===== src/rtl/emu_pkg.sv =====
// Shared definitions for the co-emulation transactor.
//   step_state_t : step controller states
//   STEP_OFS/STAT_OFS : register offsets below 2^ADDR_W
//   ST_* : bit positions inside the status byte
package emu_pkg;

  typedef enum logic [1:0] {
    IDLE = 2'd0,
    RUN  = 2'd1,
    CAPT = 2'd2
  } step_state_t;

  localparam int unsigned STEP_OFS = 3;
  localparam int unsigned STAT_OFS = 2;

  localparam int unsigned ST_RUN_DONE = 0;
  localparam int unsigned ST_BUSY     = 1;
  localparam int unsigned ST_IO_PEND  = 2;
  localparam int unsigned ST_ERR      = 3;

endpackage


===== src/rtl/emu_step_fsm.sv =====
// Step controller: runs the DUT for a programmed number of clock enables,
// stopping early when the DUT raises io_req after an enabled cycle.
//   step_wr/step_data : host write to the step register
//   io_req            : DUT I/O request
//   dut_clk_en        : one-cycle DUT clock enable
//   busy              : run (including capture cycle) in progress
//   capt_now          : capture DUT outputs this cycle
//   io_stop           : run is being terminated by io_req
module emu_step_fsm
  import emu_pkg::*;
(
  input  logic       clk_emu,
  input  logic       reset,
  input  logic       step_wr,
  input  logic [7:0] step_data,
  input  logic       io_req,
  output logic       dut_clk_en,
  output logic       busy,
  output logic       capt_now,
  output logic       io_stop
);

  step_state_t state, state_nxt;
  logic [7:0]  cnt, cnt_nxt;
  logic        en_q;

  always_ff @(posedge clk_emu) begin
    if (reset) begin
      state <= IDLE;
      cnt   <= '0;
      en_q  <= 1'b0;
    end else begin
      state <= state_nxt;
      cnt   <= cnt_nxt;
      en_q  <= dut_clk_en;
    end
  end

  always_comb begin
    state_nxt = state;
    cnt_nxt   = cnt;
    case (state)
      IDLE: begin
        if (step_wr && (step_data != 8'd0)) begin
          cnt_nxt   = step_data;
          state_nxt = RUN;
        end
      end
      RUN: begin
        // io_req only counts once the DUT has actually been clocked
        if (io_req && en_q) begin
          state_nxt = CAPT;
        end else begin
          cnt_nxt = cnt - 8'd1;
          if (cnt == 8'd1) state_nxt = CAPT;
        end
      end
      CAPT:    state_nxt = IDLE;
      default: state_nxt = IDLE;
    endcase
  end

  always_comb begin
    dut_clk_en = 1'b0;
    busy       = 1'b0;
    capt_now   = 1'b0;
    io_stop    = 1'b0;
    case (state)
      RUN: begin
        busy = 1'b1;
        if (io_req && en_q) io_stop = 1'b1;
        // reset kills the enable in the same cycle it is applied
        else                dut_clk_en = !reset;
      end
      CAPT: begin
        busy     = 1'b1;
        capt_now = 1'b1;
      end
      default: ;
    endcase
  end

endmodule


===== src/rtl/emu_transactor.sv =====
// Co-emulation transactor: host byte register map, double-buffered stimulus,
// capture bytes and status, with a step controller driving the DUT enable.
//   host_addr/host_wdata/host_wr/host_rdata : host register access
//   load_emu : copy stimulus shadow to stim_vec
//   get_emu  : snapshot capt_vec into capture bytes
//   stim_vec/capt_vec : DUT stimulus / live DUT outputs
//   io_req, dut_clk_en, busy, io_pending : step control and status
module emu_transactor
  import emu_pkg::*;
#(
  parameter int unsigned N_IN   = 4,
  parameter int unsigned N_OUT  = 4,
  parameter int unsigned ADDR_W = 8
) (
  input  logic                 clk_emu,
  input  logic                 reset,
  input  logic [ADDR_W-1:0]    host_addr,
  input  logic [7:0]           host_wdata,
  input  logic                 host_wr,
  output logic [7:0]           host_rdata,
  input  logic                 load_emu,
  input  logic                 get_emu,
  output logic [8*N_IN-1:0]    stim_vec,
  input  logic [8*N_OUT-1:0]   capt_vec,
  input  logic                 io_req,
  output logic                 dut_clk_en,
  output logic                 busy,
  output logic                 io_pending
);

  localparam logic [ADDR_W-1:0] STEP_ADDR = ADDR_W'((1 << ADDR_W) - STEP_OFS);
  localparam logic [ADDR_W-1:0] STAT_ADDR = ADDR_W'((1 << ADDR_W) - STAT_OFS);

  logic [8*N_IN-1:0]  shadow_q;
  logic [8*N_OUT-1:0] capt_q;
  logic               err_q, run_done_q;
  logic               step_wr, stat_wr;
  logic               capt_now, io_stop;
  logic [7:0]         stat_byte, rd_next;

  assign step_wr = host_wr && (host_addr == STEP_ADDR);
  assign stat_wr = host_wr && (host_addr == STAT_ADDR);

  emu_step_fsm u_step (
    .clk_emu    (clk_emu),
    .reset      (reset),
    .step_wr    (step_wr),
    .step_data  (host_wdata),
    .io_req     (io_req),
    .dut_clk_en (dut_clk_en),
    .busy       (busy),
    .capt_now   (capt_now),
    .io_stop    (io_stop)
  );

  always_comb begin
    stat_byte              = '0;
    stat_byte[ST_RUN_DONE] = run_done_q;
    stat_byte[ST_BUSY]     = busy;
    stat_byte[ST_IO_PEND]  = io_pending;
    stat_byte[ST_ERR]      = err_q;
  end

  always_comb begin
    rd_next = '0;
    for (int unsigned k = 0; k < N_OUT; k++) begin
      if (host_addr == ADDR_W'(k)) rd_next = capt_q[8*k +: 8];
    end
    if (host_addr == STAT_ADDR) rd_next = stat_byte;
  end

  always_ff @(posedge clk_emu) begin
    if (reset) begin
      shadow_q   <= '0;
      stim_vec   <= '0;
      capt_q     <= '0;
      err_q      <= 1'b0;
      run_done_q <= 1'b0;
      io_pending <= 1'b0;
      host_rdata <= '0;
    end else begin
      for (int unsigned k = 0; k < N_IN; k++) begin
        if (host_wr && (host_addr == ADDR_W'(k))) shadow_q[8*k +: 8] <= host_wdata;
      end
      // stim_vec takes the pre-write shadow when a write and load coincide
      if (load_emu && !busy) stim_vec <= shadow_q;
      if ((get_emu && !busy) || capt_now) capt_q <= capt_vec;

      // clears first so a same-cycle set event is not lost
      if (stat_wr) begin
        err_q      <= 1'b0;
        run_done_q <= 1'b0;
        io_pending <= 1'b0;
      end
      if (capt_now) run_done_q <= 1'b1;
      if (io_stop)  io_pending <= 1'b1;
      if (busy && (load_emu || step_wr)) err_q <= 1'b1;

      host_rdata <= rd_next;
    end
  end

endmodule


===== config.mk =====
export PLATFORM = sky130hd
export DESIGN_NAME = emu_transactor
export DESIGN_NICKNAME = d
export VERILOG_FILES = /design/src/rtl/emu_pkg.sv /design/src/rtl/emu_step_fsm.sv /design/src/rtl/emu_transactor.sv
export SDC_FILE = /design/constraint.sdc
export NUM_CORES = 1
export LEC_CHECK = 0
export CAP_MARGIN = 10
export CORE_ASPECT_RATIO = 1.5
export CORE_MARGIN = 3
export CORE_UTILIZATION = 34
export CTS_CLUSTER_DIAMETER = 100
export DETAILED_ROUTE_END_ITERATION = 10
export GPL_ROUTABILITY_DRIVEN = 0
export PLACE_DENSITY_LB_ADDON = 0.1
export RECOVER_POWER = 25
export SETUP_SLACK_MARGIN = 0.3
export SLEW_MARGIN = 20
export SYNTH_ARGS = -nofsm -noshare
export SYNTH_HDL_FRONTEND = slang
export SYNTH_SLANG_ARGS = --single-unit

===== constraint.sdc =====
create_clock -name clk_emu -period 2.4 [get_ports clk_emu]
set_input_delay 0.24 -clock clk_emu [delete_from_list [all_inputs] [get_ports clk_emu]]
set_output_delay 0.24 -clock clk_emu [all_outputs]
set_load 0.005 [all_outputs]

==> key figures, run 1 <==
Outcome
  – Outcome: complete, no violations

Worst setup path
  – R2R Path Start: u_step.cnt[2]$_SDFFE_PP0P_
  – CP Data Arrival Time: 2.32 ns
  – Worst Path Class, Setup: input pin to flop
  – Worst R2R Path Depth: 5
  – Crit-path max FO: 3
  – Cell family with most CP delay: simple AND/OR/NAND/NOR gates
  – Max stage delay on crit path: 0.59 ns
  – Setup crit start kind: input pin
  – Worst path cell trace: clkdlybuf4s50_1, nand4_1, a2111oi_4, a31oi_2, or3b_2, a31oi_1
  – CP Buf/Inv Count: 1
  – R2R setup slack: 0.54 ns
  – Critical-path top delay cell: clkdlybuf4s50_1
  – Required @ worst endpoint: 2.73 ns
  – Element type at the critical path end: flop
  – Worst R2R End: u_step.state[0]$_SDFFE_PP0P_

Synthesis
  – Share of the synthesized area in the top cell type: 0.505
  – Synth Net Count: 613
  – Synth area leaders: dfxtp_1 50%, nand2_1 11%, a21oi_1 8.1%, mux2i_1 7.1%, nor2_1 4.3%
  – Synthesized flop and latch total: 118
  – Sequential area share after synthesis: 0.505
  – Post-synthesis instance area: 4680 um^2
  – Yosys warns: 0
  – Area leader, netlist: dfxtp_1
  – Yosys cell types: 37
  – Asr flop ratio synth: 0
  – Synth Flop Type: dfxtp_1
  – EDFF count, synth: 0
  – Syn Area/Cell: 8.48 um^2
  – Post-Syn Instances: 552

Final layout
  – Share of cells above drive strength 1: 0.112
  – Finished Layout Cells: 827
  – Util after Layout: 0.491
  – Net count, final: 716
  – Diode count: 0
  – Area grow syn2layout: 38.7%

Timing
  – FMAX: 0.502 GHz
  – Relative slew slack: 0.505
  – RSZ-0062 raised after global routing: false
  – Final hold violations: 0
  – # setup viols final: 0
  – Crit share post-route: 0.830
  – Clock Skew: 0.00981 ns
  – Final min period: 1.99 ns
  – Post-route setup TNS: 0 ns
  – Final Max Slew Viols: 0
  – Worst-Margin Slew: 0.742 ns

Detailed routing
  – Routed Antenna Nets: 0
  – WL/cell: 15.3 um
  – 1st-pass router iterations: 7
  – Detailed-route via count: 4,063
  – DRC: 0
  – Vias/cell: 4.91
  – Iter 0 DRT Violations: 164
  – WL final: 12,700 um

Pwr
  – Worst VDD drop: 0.403 mV
  – Power density over the cells: 767 nW/um^2
  – Leakage power: 0.00274 uW

Floorplanning
  – Die area: 15,200 um^2
  – Chip Height: 150 um
  – Die W: 102 um
  – IO Pins: 97
  – Starting Density: 0.354
  – CORE AREA: 13,200 um^2
  – Rows: 51

GRT
  – Global-route wire length before repair: 19,900 um
  – Initial antenna violation count: 0
  – GR Overflow Total: 0
  – Vias in the first global route: 3,878
  – Total track usage: 0.171
  – Largest net degree at the start of global routing: 73

Hold path
  – Hold depth: 2
  – Worst Hold End: shadow_q[1]$_SDFFE_PP0P_
  – Hold Path Class: input pin to flop
  – Beginning of the worst hold path: reset

Clock network
  – Later-pin clock latency in the skew report: 0.41 ns
  – CTS tree: done
  – H-tree depth: 4
  – Cell at the root of the clock tree: clkbuf_16
  – Number of CTS-inserted buffers: 17
  – Clock sinks: 118
  – Worst-case clock buffer depth: 2
  – Cts hold-fix bufs: 0
  – Reg clk slew, reported paths: 0.06 ns

Place
  – DP Cell Count: 795
  – Hpwl dp: 8940 um
  – # port buffers: 96

Job
  – Max_cap viols: 0
## timing repair
item / in CTS / in global routing
buffers inserted: 0 / 0
gates resized for setup: 3 / 4
endpoints found under the hold margin: 0 / 0
setup endpoints to repair: 2 / 3
## area by class of cell
| class | count | area [um^2] |
|---|---|---|
| clock buffers | 19 | 433 |
| clock inverters | 13 | 158 |
| flip-flops and latches | 118 | 2360 |
| inverters | 7 | 26.3 |
| well taps | 159 | 199 |
| multi-input cells | 394 | 2190 |
| fillers | 1290 | 6720 |
| repair buffers | 117 | 1120 |
## placed cells by master (no fill, tap or decap), types with 10 or more instances in the layout
master,instances
a21oi_1,75
buf_4,22
clkbuf_16,17
clkdlybuf4s50_1,58
dfxtp_1,118
dlygate4sd3_1,36
mux2i_1,33
nand2_1,139
nor2_1,52
o22ai_1,10
## synth_stat cells, types with 6 or more instances
master and count:
nand2_1 139, dfxtp_1 118, a21oi_1 76, nor2_1 53, mux2i_1 33, clkbuf_1 27, o22ai_1 10, mux2_2 8
nand2b_1 8, ha_1 7, inv_1 7, nand3_1 7, o21ai_0 7, a21o_1 6, nor3_1 6
## metal layers
layer  share of wire  global-route usage
met1            0.43               0.204
met2            0.50               0.292
met3           0.056              0.0410
met4           0.013              0.0632
met5               0                   0
## state kept, by name (all words and copies together), names as in the netlist
signal        cells
u_step.en_q       1
shadow_q         32
err_q             1
stim_vec         32
u_step.cnt        8
capt_q           32
io_pending        1
host_rdata        8
u_step.state      2
run_done_q        1
## report_power, final
group          internal (uW)  total, uW  switching [uW]
clock                   1630       2510             887
combinational            192        443             251
sequential              2000       2020            21.3
total                   3820       4980            1160
## worst max-delay path by stage
stage | start | endpoint | slack, ns | depth (start not counted)
floorplan | host_addr[7] | shadow_q[11]$_SDFFE_PP0P_ | 0.65 | 5
global placement | host_addr[7] | shadow_q[25]$_SDFFE_PP0P_ | 0.09 | 6
detailed placement | host_addr[4] | u_step.cnt[0]$_SDFFE_PP0P_ | 0.06 | 6
CTS | u_step.state[1]$_SDFFE_PP0P_ | dut_clk_en | 0.28 | 5
global route | host_addr[4] | u_step.cnt[0]$_SDFFE_PP0P_ | 0.24 | 6
finish | host_addr[4] | u_step.cnt[0]$_SDFFE_PP0P_ | 0.41 | 6
## metrics by stage
step                total power [uW]  setup slack, ns  hold WS, ns  cell area (um^2)
floorplan                       2290            0.654        0.380              4680
global placement                2500           0.0900        0.438              5870
detailed placement              2510           0.0621        0.442              5870
CTS                             5040            0.278        0.262              6470
global route                    5160            0.242        0.288              6490
finish                          4980            0.407        0.263              6490
## worst reg2reg max path, delay by kind of cell, from the launching register on
kind | cells | cell delay (ns)
DFF | 1 | 0.37
muxes | 1 | 0.18
and+or+nand+nor | 3 | 0.98
AOI/OAI and AO/OA | 1 | 0.21
## cells by family (layout without fill, tap and decap cells)
family	Yosys count	count (layout)	share of synthesized area
buffers and inverters	40	156	0.0326
and+or+nand+nor	233	233	0.216
adders and majority gates	7	7	0.0187
DFF	118	118	0.505
AOI/OAI and AO/OA	113	113	0.138
muxes	41	41	0.0898
Power figures use the tool's default switching activity.
==> run 2, diff against run 1 <==
clock period = 1.7 ns   (was 2.4 ns; I/O delays follow)
==> key figures, run 2 (same netlist as run 1, synthesis figures left out) <==
Final layout
  – Util after Layout: 0.591 (was 0.491)
  – Commonest non-fill, non-tap cell in the layout: dfxtp_1 (was nand2_1)
  – Most frequent cells in the layout: 111 x dfxtp_1, 73 x nand2_1, 49 x nor2_1, 49 x nand2_4, 49 x dlygate4sd2_1 (was 139 x nand2_1, 118 x dfxtp_1, 75 x a21oi_1)
  – Diode count: 0 (unchanged)
  – Share of cells above drive strength 1: 0.366 (was 0.112)
  – Largest registers: capt_q: 32 flops, shadow_q: 32 flops, stim_vec: 32 flops (unchanged)
  – Final instance area: 7810 um^2 (was 6490 um^2)
  – Fill cells: 1,177 (was 1,290)
  – Area grow syn2layout: 66.9% (was 38.7%)
  – Net count, final: 753 (was 716)

Pwr
  – Power density over the cells: 987 nW/um^2 (was 767 nW/um^2)
  – Leakage power: 0.00352 uW (was 0.00274 uW)
  – Worst VDD drop: 0.745 mV (was 0.403 mV)

Place
  – Hpwl dp: 9410 um (was 8940 um)
  – Dpl ws: -0.515 ns (was 0.0621 ns)
  – Placed inst area: 6140 um^2 (was 5870 um^2)
  – # port buffers: 96 (unchanged)

Timing
  – Crit share post-route: 1.00
  – Worst setup margin: -0.00399 ns (was 0.407 ns)
  – Final hold violations: 0 (unchanged)
  – Relative slew slack: 0.522 (was 0.505)
  – Final Max Slew Viols: 0 (unchanged)
  – # setup viols final: 3 (was 0)
  – Final min period: 1.70 ns
  – Final hold slack: 0.307 ns (was 0.263 ns)
  – RSZ-0062 raised after global routing: true (was false)
  – Clock Skew: 0.00546 ns (was 0.00981 ns)
  – FMAX: 0.587 GHz
  – Worst-Margin Slew: 0.716 ns (was 0.742 ns)

Worst setup path
  – Element type at the critical path end: flop (unchanged)
  – Setup crit start kind: flop (was input pin)
  – Critical-path top delay cell: dfxtp_2 (was clkdlybuf4s50_1)
  – CP Data Arrival Time: 2.04 ns (was 2.32 ns)
  – Crit-path max FO: 8 (was 3)
  – Worst R2R Path Depth: 10 (was 5)
  – CP Buf/Inv Count: 6 (was 1)
  – Worst Path Class, Setup: flop to flop (was input pin to flop)
  – Cell family with most CP delay: buffers and inverters (was simple AND/OR/NAND/NOR gates)
  – Max stage delay on crit path: 0.34 ns (was 0.59 ns)
  – Worst path cell trace: inv_4, buf_12, ha_4, buf_6, buf_6, nor2b_4, buf_12, clkbuf_16, nand2_4, a21oi_2 (was clkdlybuf4s50_1, nand4_1, a2111oi_4, a31oi_2, or3b_2, a31oi_1)
  – WP depth: 10 (was 6)
  – Required @ worst endpoint: 2.04 ns (was 2.73 ns)

GRT
  – Vias in the first global route: 4,490 (was 3,878)
  – Global-route wire length before repair: 22,900 um (was 19,900 um)
  – Initial antenna violation count: 0 (unchanged)
  – GR Overflow Total: 0 (unchanged)
  – Largest net degree at the start of global routing: 50 (was 73)
  – Total track usage: 0.198 (was 0.171)

Clock network
  – Clock sinks: 118 (unchanged)
  – H-tree depth: 4 (unchanged)
  – Later-pin clock latency in the skew report: 0.41 ns (about the same)
  – Reg clk slew, reported paths: 0.05 ns (was 0.06 ns)
  – Worst-case clock buffer depth: 2 (unchanged)
  – Number of CTS-inserted buffers: 17 (unchanged)
  – CTS tree: done (unchanged)
  – Cell at the root of the clock tree: clkbuf_16 (unchanged)

Detailed routing
  – Routed Antenna Nets: 0 (unchanged)
  – DRC: 0 (unchanged)
  – 1st-pass router iterations: 4 (was 7)
  – Iter 0 DRT Violations: 98 (was 164)
  – Detailed-route via count: 4,352 (was 4,063)
  – WL/cell: 17.0 um (was 15.3 um)
  – Vias/cell: 5.04 (was 4.91)
  – WL final: 14,700 um (was 12,700 um)

Floorplanning
  – Starting Density: 0.354 (unchanged)
  – Rows: 51 (unchanged)
  – CORE AREA: 13,200 um^2 (unchanged)
  – Chip Height: 150 um (unchanged)
  – Die W: 102 um (unchanged)
  – IO Pins: 97 (unchanged)
  – Die area: 15,200 um^2 (unchanged)

Outcome
  – Outcome: finished, violations left (was complete, no violations)
  – Failing checks: negative setup slack

Hold path
  – Hold Path Class: input pin to flop (unchanged)
  – Hold depth: 3 (was 2)

Job
  – Max_cap viols: 0 (unchanged)
## run 2: cell count changes in the layout (fill, tap and decap cells not counted), sizes merged
cell           before  now
buf                22   63
bufinv              3    4
clkbuf             19   21
clkdlybuf4s25       0    1
clkdlybuf4s50      58   37
clkinv              9    5
clkinvlp            1    2
dlygate4sd2         0   49
dlygate4sd3        36    0
dlymetal6s2s        1    2
inv                 7    8
or4                 3    4
## run 2: worst register-to-register path: cells and delay by family, from the launching register on
family,cells,cell delay [ns]
buffers and inverters,6,0.72
flip-flops,1,0.34
adder cells (fa/ha/maj),1,0.23
AND/OR/NAND/NOR,2,0.23
AO/OA/AOI/OAI,1,0.12
## run 2: metrics by stage
stage          power [uW]  instances  setup TNS (ns)
5_1_grt              7990        864          -0.845
3_3_place_gp         3620        808          -19.16
3_5_place_dp         3630        808          -20.13
2_1_floorplan        3270        552               0
6_report             7710        864        -0.00587
4_1_cts              7670        859        -0.00813
## run 2: repair_timing
| action | in CTS | in global routing |
|---|---|---|
| resized for setup | 239 | 52 |
| hold buffers | 0 | 0 |
| buffers inserted | 13 | 3 |
| setup endpoints to repair | 156 | 95 |
| gates cloned | 6 | 2 |
| pin swaps | 56 | 32 |
## run 2: cell type report
cell class / instances / area, um^2 / area share
clock buffer: 20 / 447 / 0.0572
clock inverter: 12 / 176 / 0.0226
inverter: 7 / 33.8 / 0.00433
sequential: 118 / 2370 / 0.304
multi-input combinational: 395 / 3000 / 0.384
timing repair buffer: 153 / 1590 / 0.203
tap: 159 / 199 / 0.0255
## run 2: path summary, 6_finish.rpt
kind	startpoint	endpoint	slack [ns]
setup / recovery	u_step.state[1]$_SDFFE_PP0P_	stim_vec[13]$_SDFFE_PP0P_	-0.004
hold / removal	reset	run_done_q$_SDFFE_PP0P_	0.31
setup reg to reg	u_step.state[1]$_SDFFE_PP0P_	stim_vec[13]$_SDFFE_PP0P_	-0.004
hold reg to reg	stim_vec[18]$_SDFFE_PP0P_	stim_vec[18]$_SDFFE_PP0P_	0.45
## run 2: per-layer routing
metal	vias to the layer above	track usage	part of all wire
met5	-	0	0
met4	0	0.0612	0.023
met3	25	0.0494	0.045
met2	119	0.370	0.55
met1	2066	0.215	0.38
li1	2142	-	-
## run 2: where the power goes
group | internal, uW | switching [uW]
clock | 2490 | 1270
combinational | 507 | 580
sequential | 2820 | 35.6
